**config.mk**
```make
export PLATFORM = sky130hd
export DESIGN_NAME = tx
export DESIGN_NICKNAME = d
export VERILOG_FILES = /design/src/rtl/tx.sv
export SDC_FILE = /design/constraint.sdc
export NUM_CORES = 1
export LEC_CHECK = 0
export ABC_AREA = 0
export ABC_CLOCK_PERIOD_IN_PS = 4550
export CAP_MARGIN = 10
export CORE_MARGIN = 2
export CORE_UTILIZATION = 35
export CTS_BUF_LIST = sky130_fd_sc_hd__clkbuf_8
export DETAILED_ROUTE_END_ITERATION = 10
export PLACE_DENSITY_LB_ADDON = 0.15
export SLEW_MARGIN = 40
export SYNTH_ARGS = -nofsm -noshare
export SYNTH_HDL_FRONTEND = slang
export SYNTH_SLANG_ARGS = --single-unit
```
**constraint.sdc**
```tcl
create_clock -name clk -period 4.55 [get_ports clk]
set_input_delay 1.365 -clock clk [delete_from_list [all_inputs] [get_ports clk]]
set_output_delay 1.365 -clock clk [all_outputs]
set_load 0.05 [all_outputs]
```
**src/rtl/tx.sv**
```systemverilog
// UART transmitter: 1 start bit, 8 data bits LSB first, odd parity, then stop bit(s).
// Build option TX_TWO_STOP_EN selects two stop bits; the default build sends one stop bit.
module tx #(
    parameter int BAUD_CYCLES = 5208
) (
    input  logic       clk,
    input  logic       Reset,
    input  logic       Send,
    input  logic [7:0] Din,
    output logic       Sent,
    output logic       Sout,
    output logic       Busy
);

    typedef enum logic [2:0] {
        IDLE  = 3'd0,
        START = 3'd1,
        BITS  = 3'd2,
        PAR   = 3'd3,
        STOP  = 3'd4,
        ACK   = 3'd5
    } state_t;

    localparam logic [12:0] BAUD_LAST = 13'(BAUD_CYCLES - 1);

    state_t      state_reg;
    state_t      state_next;
    logic [12:0] timer_reg;
    logic [12:0] timer_next;
    logic        timer_done;
    logic [2:0]  bit_cnt_reg;
    logic [2:0]  bit_cnt_next;
    logic [7:0]  shift_reg;
    logic [7:0]  shift_next;
    logic        parity_reg;
    logic        parity_next;
    logic        sout_reg;
    logic        sout_next;
`ifdef TX_TWO_STOP_EN
    logic        stop_half_reg;
    logic        stop_half_next;
`endif

    assign timer_done = (timer_reg == BAUD_LAST);

    // State register and datapath flops; Sout is a flop so the line never glitches.
    always_ff @(posedge clk or posedge Reset) begin
        if (Reset) begin
            state_reg     <= IDLE;
            timer_reg     <= '0;
            bit_cnt_reg   <= '0;
            shift_reg     <= '0;
            parity_reg    <= 1'b0;
            sout_reg      <= 1'b1;
`ifdef TX_TWO_STOP_EN
            stop_half_reg <= 1'b0;
`endif
        end else begin
            state_reg     <= state_next;
            timer_reg     <= timer_next;
            bit_cnt_reg   <= bit_cnt_next;
            shift_reg     <= shift_next;
            parity_reg    <= parity_next;
            sout_reg      <= sout_next;
`ifdef TX_TWO_STOP_EN
            stop_half_reg <= stop_half_next;
`endif
        end
    end

    // Next-state and datapath update.
    always_comb begin
        state_next   = state_reg;
        bit_cnt_next = bit_cnt_reg;
        shift_next   = shift_reg;
        parity_next  = parity_reg;
`ifdef TX_TWO_STOP_EN
        stop_half_next = stop_half_reg;
`endif
        case (state_reg)
            IDLE: begin
                bit_cnt_next = '0;
                if (Send) begin
                    shift_next  = Din;
                    parity_next = ~^Din;
                    state_next  = START;
                end
            end
            START: begin
                if (timer_done) begin
                    bit_cnt_next = '0;
                    state_next   = BITS;
                end
            end
            BITS: begin
                if (timer_done) begin
                    shift_next   = {1'b0, shift_reg[7:1]};
                    bit_cnt_next = bit_cnt_reg + 3'd1;
                    if (bit_cnt_reg == 3'd7) begin
                        state_next = PAR;
                    end
                end
            end
            PAR: begin
                if (timer_done) begin
                    state_next = STOP;
`ifdef TX_TWO_STOP_EN
                    stop_half_next = 1'b0;
`endif
                end
            end
            STOP: begin
                if (timer_done) begin
`ifdef TX_TWO_STOP_EN
                    if (stop_half_reg) begin
                        state_next = ACK;
                    end else begin
                        stop_half_next = 1'b1;
                    end
`else
                    state_next = ACK;
`endif
                end
            end
            ACK: begin
                if (!Send) begin
                    state_next = IDLE;
                end
            end
            default: begin
                state_next = IDLE;
            end
        endcase

        // Timer restarts at every bit boundary so each bit is exactly BAUD_CYCLES clocks.
        if (state_reg == IDLE || state_reg == ACK || state_next != state_reg || timer_done) begin
            timer_next = '0;
        end else begin
            timer_next = timer_reg + 13'd1;
        end
    end

    // Outputs: Sout is precomputed from the next state so it changes on the same edge.
    always_comb begin
        sout_next = 1'b1;
        case (state_next)
            IDLE:    sout_next = 1'b1;
            START:   sout_next = 1'b0;
            BITS:    sout_next = shift_next[0];
            PAR:     sout_next = parity_next;
            STOP:    sout_next = 1'b1;
            ACK:     sout_next = 1'b1;
            default: sout_next = 1'b1;
        endcase
        Sent = (state_reg == ACK);
        Busy = (state_reg != IDLE);
        Sout = sout_reg;
    end

endmodule
```
==> metrics.txt, run 1 <==
# TYPE chip_impl_metric gauge
chip_impl_metric{name="initial_standard_cell_utilization_of_the_core",unit=""} 0.360
chip_impl_info{name="startpoint_of_the_most_critical_register_to_register_path",value="timer_reg[0]$_DFF_PP0_"} 1
chip_impl_info{name="critical_path.slowest_cell",value="clkdlybuf4s50_1"} 1
chip_impl_metric{name="power.density",unit="nW/um^2"} 502
chip_impl_metric{name="floorplan.die.height",unit="um"} 70.4
chip_impl_metric{name="required_time_at_the_worst_slack_endpoint",unit="ns"} 3.18
chip_impl_metric{name="first_global_vias",unit=""} 1109
chip_impl_metric{name="port_buffers",unit=""} 13
chip_impl_metric{name="hold-worst-slack",unit="ns"} 0.479
chip_impl_info{name="crit_path_capture",value="Busy"} 1
chip_impl_info{name="launching_element_type_of_the_critical_path",value="register"} 1
chip_impl_metric{name="nFillCells",unit=""} 424
chip_impl_metric{name="place.gp.congestion",unit=""} 0.760
chip_impl_metric{name="route.detailed.drc",unit=""} 0
chip_impl_metric{name="dr.first_iter.drc_count",unit=""} 112
chip_impl_metric{name="num_antenna_cells",unit=""} 0
chip_impl_metric{name="cts-htree-levels",unit=""} 2
chip_impl_metric{name="finalSetupViolCount",unit=""} 0
chip_impl_info{name="setup_repair_after_global_routing_missed_its_margin",value="false"} 1
chip_impl_metric{name="grt_pass1_wl",unit="um"} 5260
chip_impl_metric{name="syn_area",unit="um^2"} 1540
chip_impl_metric{name="ys_async_sr_fraction",unit=""} 1.00
chip_impl_metric{name="areaGrowthSynthToFinish",unit="%"} 18.6
chip_impl_metric{name="via_count",unit=""} 1118
chip_impl_info{name="crit_path_end_kind",value="output pin"} 1
chip_impl_info{name="result_of_the_run",value="completed"} 1
chip_impl_metric{name="rows",unit=""} 24
chip_impl_metric{name="routedWlPerCell",unit="um"} 14.1
chip_impl_metric{name="edff_count_synth",unit=""} 0
chip_impl_metric{name="finClkSkew",unit="ns"} 0.00899
chip_impl_info{name="critical_path.startpoint",value="state_reg[0]$_DFF_PP0_"} 1
chip_impl_info{name="criticalPathCategory",value="reg -> out"} 1
chip_impl_metric{name="critical_path.max_stage_delay",unit="ns"} 0.73
chip_impl_metric{name="clockBufferDepth",unit=""} 2
chip_impl_metric{name="synth_sequential_area_ratio",unit=""} 0.471
chip_impl_metric{name="hold_viol",unit=""} 0
chip_impl_metric{name="num-nets-final",unit=""} 177
chip_impl_metric{name="grt_antenna_before_repair",unit=""} 0
chip_impl_metric{name="synth.avg_cell_area",unit="um^2"} 10.4
chip_impl_metric{name="syn-instance-count",unit=""} 148
chip_impl_metric{name="grt_max_degree",unit=""} 30
chip_impl_info{name="reg2reg_to",value="shift_reg[6]$_DFFE_PP0P_"} 1
chip_impl_metric{name="grt_overflow",unit=""} 0
chip_impl_metric{name="min_period_over_period",unit=""} 0.746
chip_impl_metric{name="drv_slew",unit=""} 0
chip_impl_metric{name="synthesis.nets",unit=""} 162
chip_impl_metric{name="cts_buffers",unit=""} 5
chip_impl_metric{name="setup_total_negative_slack",unit="ns"} 0
chip_impl_metric{name="grt.total_usage",unit=""} 0.133
chip_impl_metric{name="dp_hpwl",unit="um"} 2200
chip_impl_metric{name="floorplan.io_pins",unit=""} 14
chip_impl_metric{name="layout-drive-gt1-share",unit=""} 0.104
chip_impl_info{name="layout_commonest_cell",value="dfrtp_1"} 1
chip_impl_metric{name="ys.warnings.count",unit=""} 0
chip_impl_metric{name="routed_via_density",unit=""} 5.18
chip_impl_metric{name="slack_of_the_worst_reg_to_reg_path",unit="ns"} 2.21
chip_impl_metric{name="clock_transition_at_the_registers_of_the_reported_paths",unit="ns"} 0.06
chip_impl_metric{name="clock_sink_count",unit=""} 29
chip_impl_metric{name="postCtsSetupRepairBufs",unit=""} 0
chip_impl_metric{name="fp.coreArea",unit="um^2"} 4290
chip_impl_metric{name="drt.antenna.violating_nets",unit=""} 0
chip_impl_metric{name="critPathArrivalTime",unit="ns"} 2.03
chip_impl_metric{name="largest_reg_flops",unit=""} 13
chip_impl_metric{name="postRouteWirelength",unit="um"} 3050
chip_impl_metric{name="fmaxAchievable",unit="MHz"} 295
chip_impl_metric{name="yosys_register_bits",unit=""} 29
chip_impl_metric{name="dieWidth",unit="um"} 70.4
chip_impl_metric{name="max-cap-violations",unit=""} 0
chip_impl_metric{name="final_util",unit=""} 0.426
chip_impl_info{name="synth_flop_cell",value="dfrtp_1"} 1
chip_impl_metric{name="clk_latency_worst_skew_pair",unit="ns"} 0.27
chip_impl_info{name="cts_root_buf",value="clkbuf_8"} 1
chip_impl_metric{name="worst-path-max-fanout",unit=""} 12
chip_impl_metric{name="worst_slew_pin_slew",unit="ns"} 0.680
chip_impl_metric{name="design.die.area",unit="um^2"} 4960
chip_impl_metric{name="rr_worst_depth",unit=""} 6
chip_impl_metric{name="vdd_ir_drop_max",unit="mV"} 0.196
chip_impl_info{name="min_path_type",value="reg -> reg"} 1
chip_impl_metric{name="drt-pass1-iter-count",unit=""} 4
chip_impl_info{name="cts_tree",value="built"} 1
chip_impl_info{name="timing.critical_path.cells",value="or3_1 > clkdlybuf4s50_1"} 1
chip_impl_metric{name="ctsResizeCount",unit=""} 0
chip_impl_metric{name="relSlewSlack",unit=""} 0.544
chip_impl_metric{name="final_period_minus_worst_setup_slack",unit="ns"} 3.39
chip_impl_metric{name="netlist-cell-type-count",unit=""} 39
chip_impl_info{name="final_cell_mix",value="dfrtp_1 (28), nor2_1 (20), clkdlybuf4s50_1 (13)"} 1
chip_impl_metric{name="static_leakage",unit="nW"} 0.838
chip_impl_metric{name="post_cts_hold_buffers",unit=""} 0
## Yosys cell counts, types with 2 or more instances
master,number,area share
or3_1,2,0.0081
nand3_1,5,0.016
xnor2_1,12,0.068
mux2_2,2,0.015
nor2_1,20,0.049
xor2_1,7,0.040
dfrtp_1,28,0.45
a21oi_1,2,0.0065
and3_1,5,0.020
buf_2,5,0.016
a22o_1,8,0.045
a21o_1,6,0.029
a211oi_1,2,0.0097
nand2_1,7,0.017
nor3_1,3,0.0097
nand2b_1,2,0.0081
inv_1,7,0.017
o21ai_0,2,0.0065
ha_1,3,0.024
## final cells by class
| type | count | area [um^2] | area share |
|---|---|---|---|
| inverters | 7 | 26.3 | 0.0144 |
| repair buffers | 13 | 130 | 0.0711 |
| multi-input cells | 107 | 766 | 0.418 |
| clock buffers | 6 | 82.6 | 0.0451 |
| clock inverters | 2 | 33.8 | 0.0185 |
| well taps | 52 | 65.1 | 0.0355 |
| flip-flops and latches | 29 | 727 | 0.397 |
## power breakdown
group          switching [W]  internal (W)  total, W
clock network      0.0000944      0.000176  0.000271
registers          0.0000587      0.000328  0.000387
logic               0.000145      0.000115  0.000261
total               0.000299      0.000620  0.000919
## metal layers
layer  wire (um)  global-route usage
met1        1480               0.179
met4          19              0.0385
met5           0                   0
met2        1420               0.211
met3         129              0.0361
## critical path, delay by kind of cell, from the launching register on
| kind | cells | cell delay [ns] |
|---|---|---|
| buffers and inverters | 1 | 0.73 |
| DFF | 1 | 0.52 |
| and+or+nand+nor | 1 | 0.51 |
## logic make-up (layout without fill, tap and decap cells)
kind of cell,after synthesis,count (layout),share of synthesized area
adders and majority gates,3,3,0.0243
buffers and inverters,12,28,0.0332
AOI/OAI and AO/OA,29,29,0.146
xor gates and xnor gates,19,19,0.108
and+or+nand+nor,54,54,0.203
muxes,2,2,0.0146
DFF,29,29,0.471
## metrics by stage
step	power [W]	std cells	setup slack, ns	area (um^2)
finish	0.000919	216	1.16	1830
detailed placement	0.000657	208	1.40	1710
global route	0.000978	216	1.07	1830
floorplan	0.000584	148	1.84	1540
CTS	0.000929	216	1.15	1830
global placement	0.000650	208	1.42	1710
## worst min-delay path by stage
| stage | start | to | cells past startpoint |
|---|---|---|---|
| 2_1_floorplan | shift_reg[2]$_DFFE_PP0P_ | shift_reg[2]$_DFFE_PP0P_ | 1 |
| 6_report | shift_reg[6]$_DFFE_PP0P_ | shift_reg[6]$_DFFE_PP0P_ | 1 |
| 3_3_place_gp | shift_reg[3]$_DFFE_PP0P_ | shift_reg[3]$_DFFE_PP0P_ | 1 |
| 4_1_cts | shift_reg[6]$_DFFE_PP0P_ | shift_reg[6]$_DFFE_PP0P_ | 1 |
| 5_1_grt | shift_reg[3]$_DFFE_PP0P_ | shift_reg[3]$_DFFE_PP0P_ | 1 |
| 3_5_place_dp | shift_reg[3]$_DFFE_PP0P_ | shift_reg[3]$_DFFE_PP0P_ | 1 |
Power figures use the tool's default switching activity.
==> inputs of run 2 (changes only) <==
--- a/config.mk
+++ b/config.mk
@@ -6,7 +6,7 @@
 export NUM_CORES = 1
 export LEC_CHECK = 0
 export ABC_AREA = 0
-export ABC_CLOCK_PERIOD_IN_PS = 4550
+export ABC_CLOCK_PERIOD_IN_PS = 3200
 export CAP_MARGIN = 10
 export CORE_MARGIN = 2
 export CORE_UTILIZATION = 35
==> constraint.sdc (replaced) <==
create_clock -name clk -period 3.2 [get_ports clk]
set_input_delay 0.96 -clock clk [delete_from_list [all_inputs] [get_ports clk]]
set_output_delay 0.96 -clock clk [all_outputs]
set_load 0.05 [all_outputs]
==> metrics.txt, run 2 (synthesis gave the netlist of run 1 again) <==
# TYPE chip_impl_metric gauge
chip_impl_metric{name="fp.coreArea",unit="um^2"} 4290
chip_impl_metric{name="floorplan.die.height",unit="um"} 70.4
chip_impl_metric{name="num-nets-final",unit=""} 179
chip_impl_metric{name="switching_share",unit=""} 0.343
chip_impl_metric{name="via_count",unit=""} 1098
chip_impl_metric{name="rows",unit=""} 24
chip_impl_info{name="crit_path_end_kind",value="output pin"} 1
chip_impl_metric{name="grt_antenna_before_repair",unit=""} 0
chip_impl_metric{name="grt_pass1_wl",unit="um"} 4940
chip_impl_metric{name="num_antenna_cells",unit=""} 0
chip_impl_info{name="critical_path.startpoint",value="state_reg[0]$_DFF_PP0_"} 1
chip_impl_metric{name="layout-drive-gt1-share",unit=""} 0.103
chip_impl_metric{name="grt_max_degree",unit=""} 30
chip_impl_metric{name="grt_overflow",unit=""} 0
chip_impl_info{name="reg2reg_to",value="Sout$_DFF_PP1_"} 1
chip_impl_metric{name="drt-pass1-iter-count",unit=""} 4
chip_impl_info{name="crit_path_capture",value="Busy"} 1
chip_impl_metric{name="initial_standard_cell_utilization_of_the_core",unit=""} 0.360
chip_impl_metric{name="cp_num_cells",unit=""} 2
chip_impl_info{name="startpoint_of_the_most_critical_register_to_register_path",value="state_reg[0]$_DFF_PP0_"} 1
chip_impl_metric{name="postRouteWirelength",unit="um"} 2900
chip_impl_metric{name="dp_hpwl",unit="um"} 2120
chip_impl_metric{name="crit_buf_inv",unit=""} 1
chip_impl_metric{name="dieWidth",unit="um"} 70.4
chip_impl_metric{name="final_period_minus_worst_setup_slack",unit="ns"} 2.98
chip_impl_metric{name="min_period_over_period",unit=""} 0.931
chip_impl_metric{name="port_buffers",unit=""} 13
chip_impl_metric{name="clkPwrFrac",unit=""} 0.241
chip_impl_metric{name="routed_via_density",unit=""} 5.06
chip_impl_metric{name="required_time_at_the_worst_slack_endpoint",unit="ns"} 2.24
chip_impl_info{name="setup_repair_after_global_routing_missed_its_margin",value="false"} 1
chip_impl_info{name="cpLargestDelayFamily",value="buffers and inverters"} 1
chip_impl_metric{name="vdd_ir_drop_max",unit="mV"} 0.286
chip_impl_metric{name="grt.total_usage",unit=""} 0.130
chip_impl_metric{name="critPathArrivalTime",unit="ns"} 2.02
chip_impl_metric{name="slack_of_the_worst_reg_to_reg_path",unit="ns"} 1.17
chip_impl_metric{name="combinational_share_of_power",unit=""} 0.306
chip_impl_metric{name="critical_path.max_stage_delay",unit="ns"} 0.73
chip_impl_metric{name="place.gp.congestion",unit=""} 0.763
chip_impl_info{name="layout_commonest_cell",value="dfrtp_1"} 1
chip_impl_info{name="launching_element_type_of_the_critical_path",value="register"} 1
chip_impl_metric{name="relSlewSlack",unit=""} 0.660
chip_impl_info{name="criticalPathCategory",value="reg -> out"} 1
chip_impl_metric{name="rr_worst_depth",unit=""} 4
chip_impl_metric{name="worst_slew_pin_slew",unit="ns"} 0.509
chip_impl_metric{name="dr.first_iter.drc_count",unit=""} 108
chip_impl_metric{name="clock_sink_count",unit=""} 29
chip_impl_metric{name="routedWlPerCell",unit="um"} 13.4
chip_impl_metric{name="fmaxAchievable",unit="MHz"} 336
chip_impl_metric{name="finalSetupViolCount",unit=""} 0
chip_impl_metric{name="total_switching_power",unit="W"} 0.000417
chip_impl_metric{name="areaGrowthSynthToFinish",unit="%"} 17.6
chip_impl_metric{name="clk_latency_worst_skew_pair",unit="ns"} 0.27
chip_impl_info{name="timing.critical_path.cells",value="or3_1 > clkdlybuf4s50_1"} 1
chip_impl_metric{name="worst-path-max-fanout",unit=""} 12
chip_impl_metric{name="drt.antenna.violating_nets",unit=""} 0
chip_impl_info{name="final_cell_mix",value="dfrtp_1 (28), nor2_1 (20), clkdlybuf4s50_1 (13)"} 1
chip_impl_metric{name="cts_buffers",unit=""} 5
chip_impl_metric{name="route.detailed.drc",unit=""} 0
chip_impl_metric{name="max-cap-violations",unit=""} 0
chip_impl_metric{name="final_util",unit=""} 0.423
chip_impl_info{name="cts_tree",value="built"} 1
chip_impl_metric{name="finClkSkew",unit="ns"} 0.00267
chip_impl_metric{name="first_global_vias",unit=""} 1075
chip_impl_metric{name="clockBufferDepth",unit=""} 2
chip_impl_metric{name="floorplan.io_pins",unit=""} 14
chip_impl_metric{name="internal_power",unit="W"} 0.000799
chip_impl_metric{name="hold_viol",unit=""} 0
chip_impl_info{name="min_path_type",value="reg -> reg"} 1
chip_impl_metric{name="cts-htree-levels",unit=""} 2
chip_impl_metric{name="clock_transition_at_the_registers_of_the_reported_paths",unit="ns"} 0.06
chip_impl_metric{name="power.sequential.fraction",unit=""} 0.452
chip_impl_metric{name="ctsResizeCount",unit=""} 0
chip_impl_metric{name="drv_slew",unit=""} 0
chip_impl_info{name="critical_path.slowest_cell",value="clkdlybuf4s50_1"} 1
chip_impl_metric{name="setup_total_negative_slack",unit="ns"} 0
chip_impl_metric{name="static_leakage",unit="nW"} 0.835
chip_impl_metric{name="design.die.area",unit="um^2"} 4960
chip_impl_metric{name="hold-worst-slack",unit="ns"} 0.477
chip_impl_metric{name="power.density",unit="nW/um^2"} 670
chip_impl_metric{name="post_cts_hold_buffers",unit=""} 0
chip_impl_metric{name="largest_reg_flops",unit=""} 13
chip_impl_info{name="result_of_the_run",value="completed"} 1
chip_impl_info{name="cts_root_buf",value="clkbuf_8"} 1
chip_impl_metric{name="postCtsSetupRepairBufs",unit=""} 0
run 2: cell type report:
| class | instances | area [um^2] |
|---|---|---|
| Sequential cell | 29 | 727 |
| Multi-Input combinational cell | 107 | 766 |
| Tap cell | 52 | 65.1 |
| Inverter | 7 | 26.3 |
| Clock inverter | 1 | 3.75 |
| Timing Repair Buffer | 15 | 145 |
| Fill cell | 421 | 2480 |
| Clock buffer | 6 | 82.6 |
run 2: worst min-delay path by stage:
stage | from | to | slack [ns] | cells past startpoint
global route | shift_reg[6]$_DFFE_PP0P_ | shift_reg[6]$_DFFE_PP0P_ | 0.51 | 1
detailed placement | shift_reg[3]$_DFFE_PP0P_ | shift_reg[3]$_DFFE_PP0P_ | 0.47 | 1
global placement | shift_reg[3]$_DFFE_PP0P_ | shift_reg[3]$_DFFE_PP0P_ | 0.46 | 1
floorplan | shift_reg[2]$_DFFE_PP0P_ | shift_reg[2]$_DFFE_PP0P_ | 0.45 | 1
CTS | shift_reg[3]$_DFFE_PP0P_ | shift_reg[3]$_DFFE_PP0P_ | 0.48 | 1
finish | shift_reg[3]$_DFFE_PP0P_ | shift_reg[3]$_DFFE_PP0P_ | 0.48 | 1
run 2: power groups by stage:
| stage | logic, W | clock network, W | registers, W |
|---|---|---|---|
| floorplan | 0.000287 | 0 | 0.000544 |
| global placement | 0.000370 | 0 | 0.000553 |
| detailed placement | 0.000377 | 0 | 0.000555 |
| CTS | 0.000379 | 0.000304 | 0.000550 |
| global route | 0.000421 | 0.000321 | 0.000567 |
| finish | 0.000373 | 0.000294 | 0.000550 |
run 2: layer usage:
layer	vias to the layer above	share of wire	wire, um	track usage
met5	-	0	0	0
met4	0	0.017	48	0.0641
met3	6	0.034	98	0.0361
met2	12	0.46	1330	0.196
met1	529	0.49	1430	0.172
li1	551	-	-	-
run 2: stage by stage:
| stage | cell area (um^2) | std cells | power, W | worst slack (ns) |
|---|---|---|---|---|
| floorplan | 1540 | 148 | 0.000831 | 0.900 |
| global placement | 1730 | 210 | 0.000923 | 0.477 |
| detailed placement | 1730 | 210 | 0.000932 | 0.409 |
| CTS | 1820 | 217 | 0.00123 | 0.214 |
| global route | 1820 | 217 | 0.00131 | 0.157 |
| finish | 1820 | 217 | 0.00122 | 0.221 |
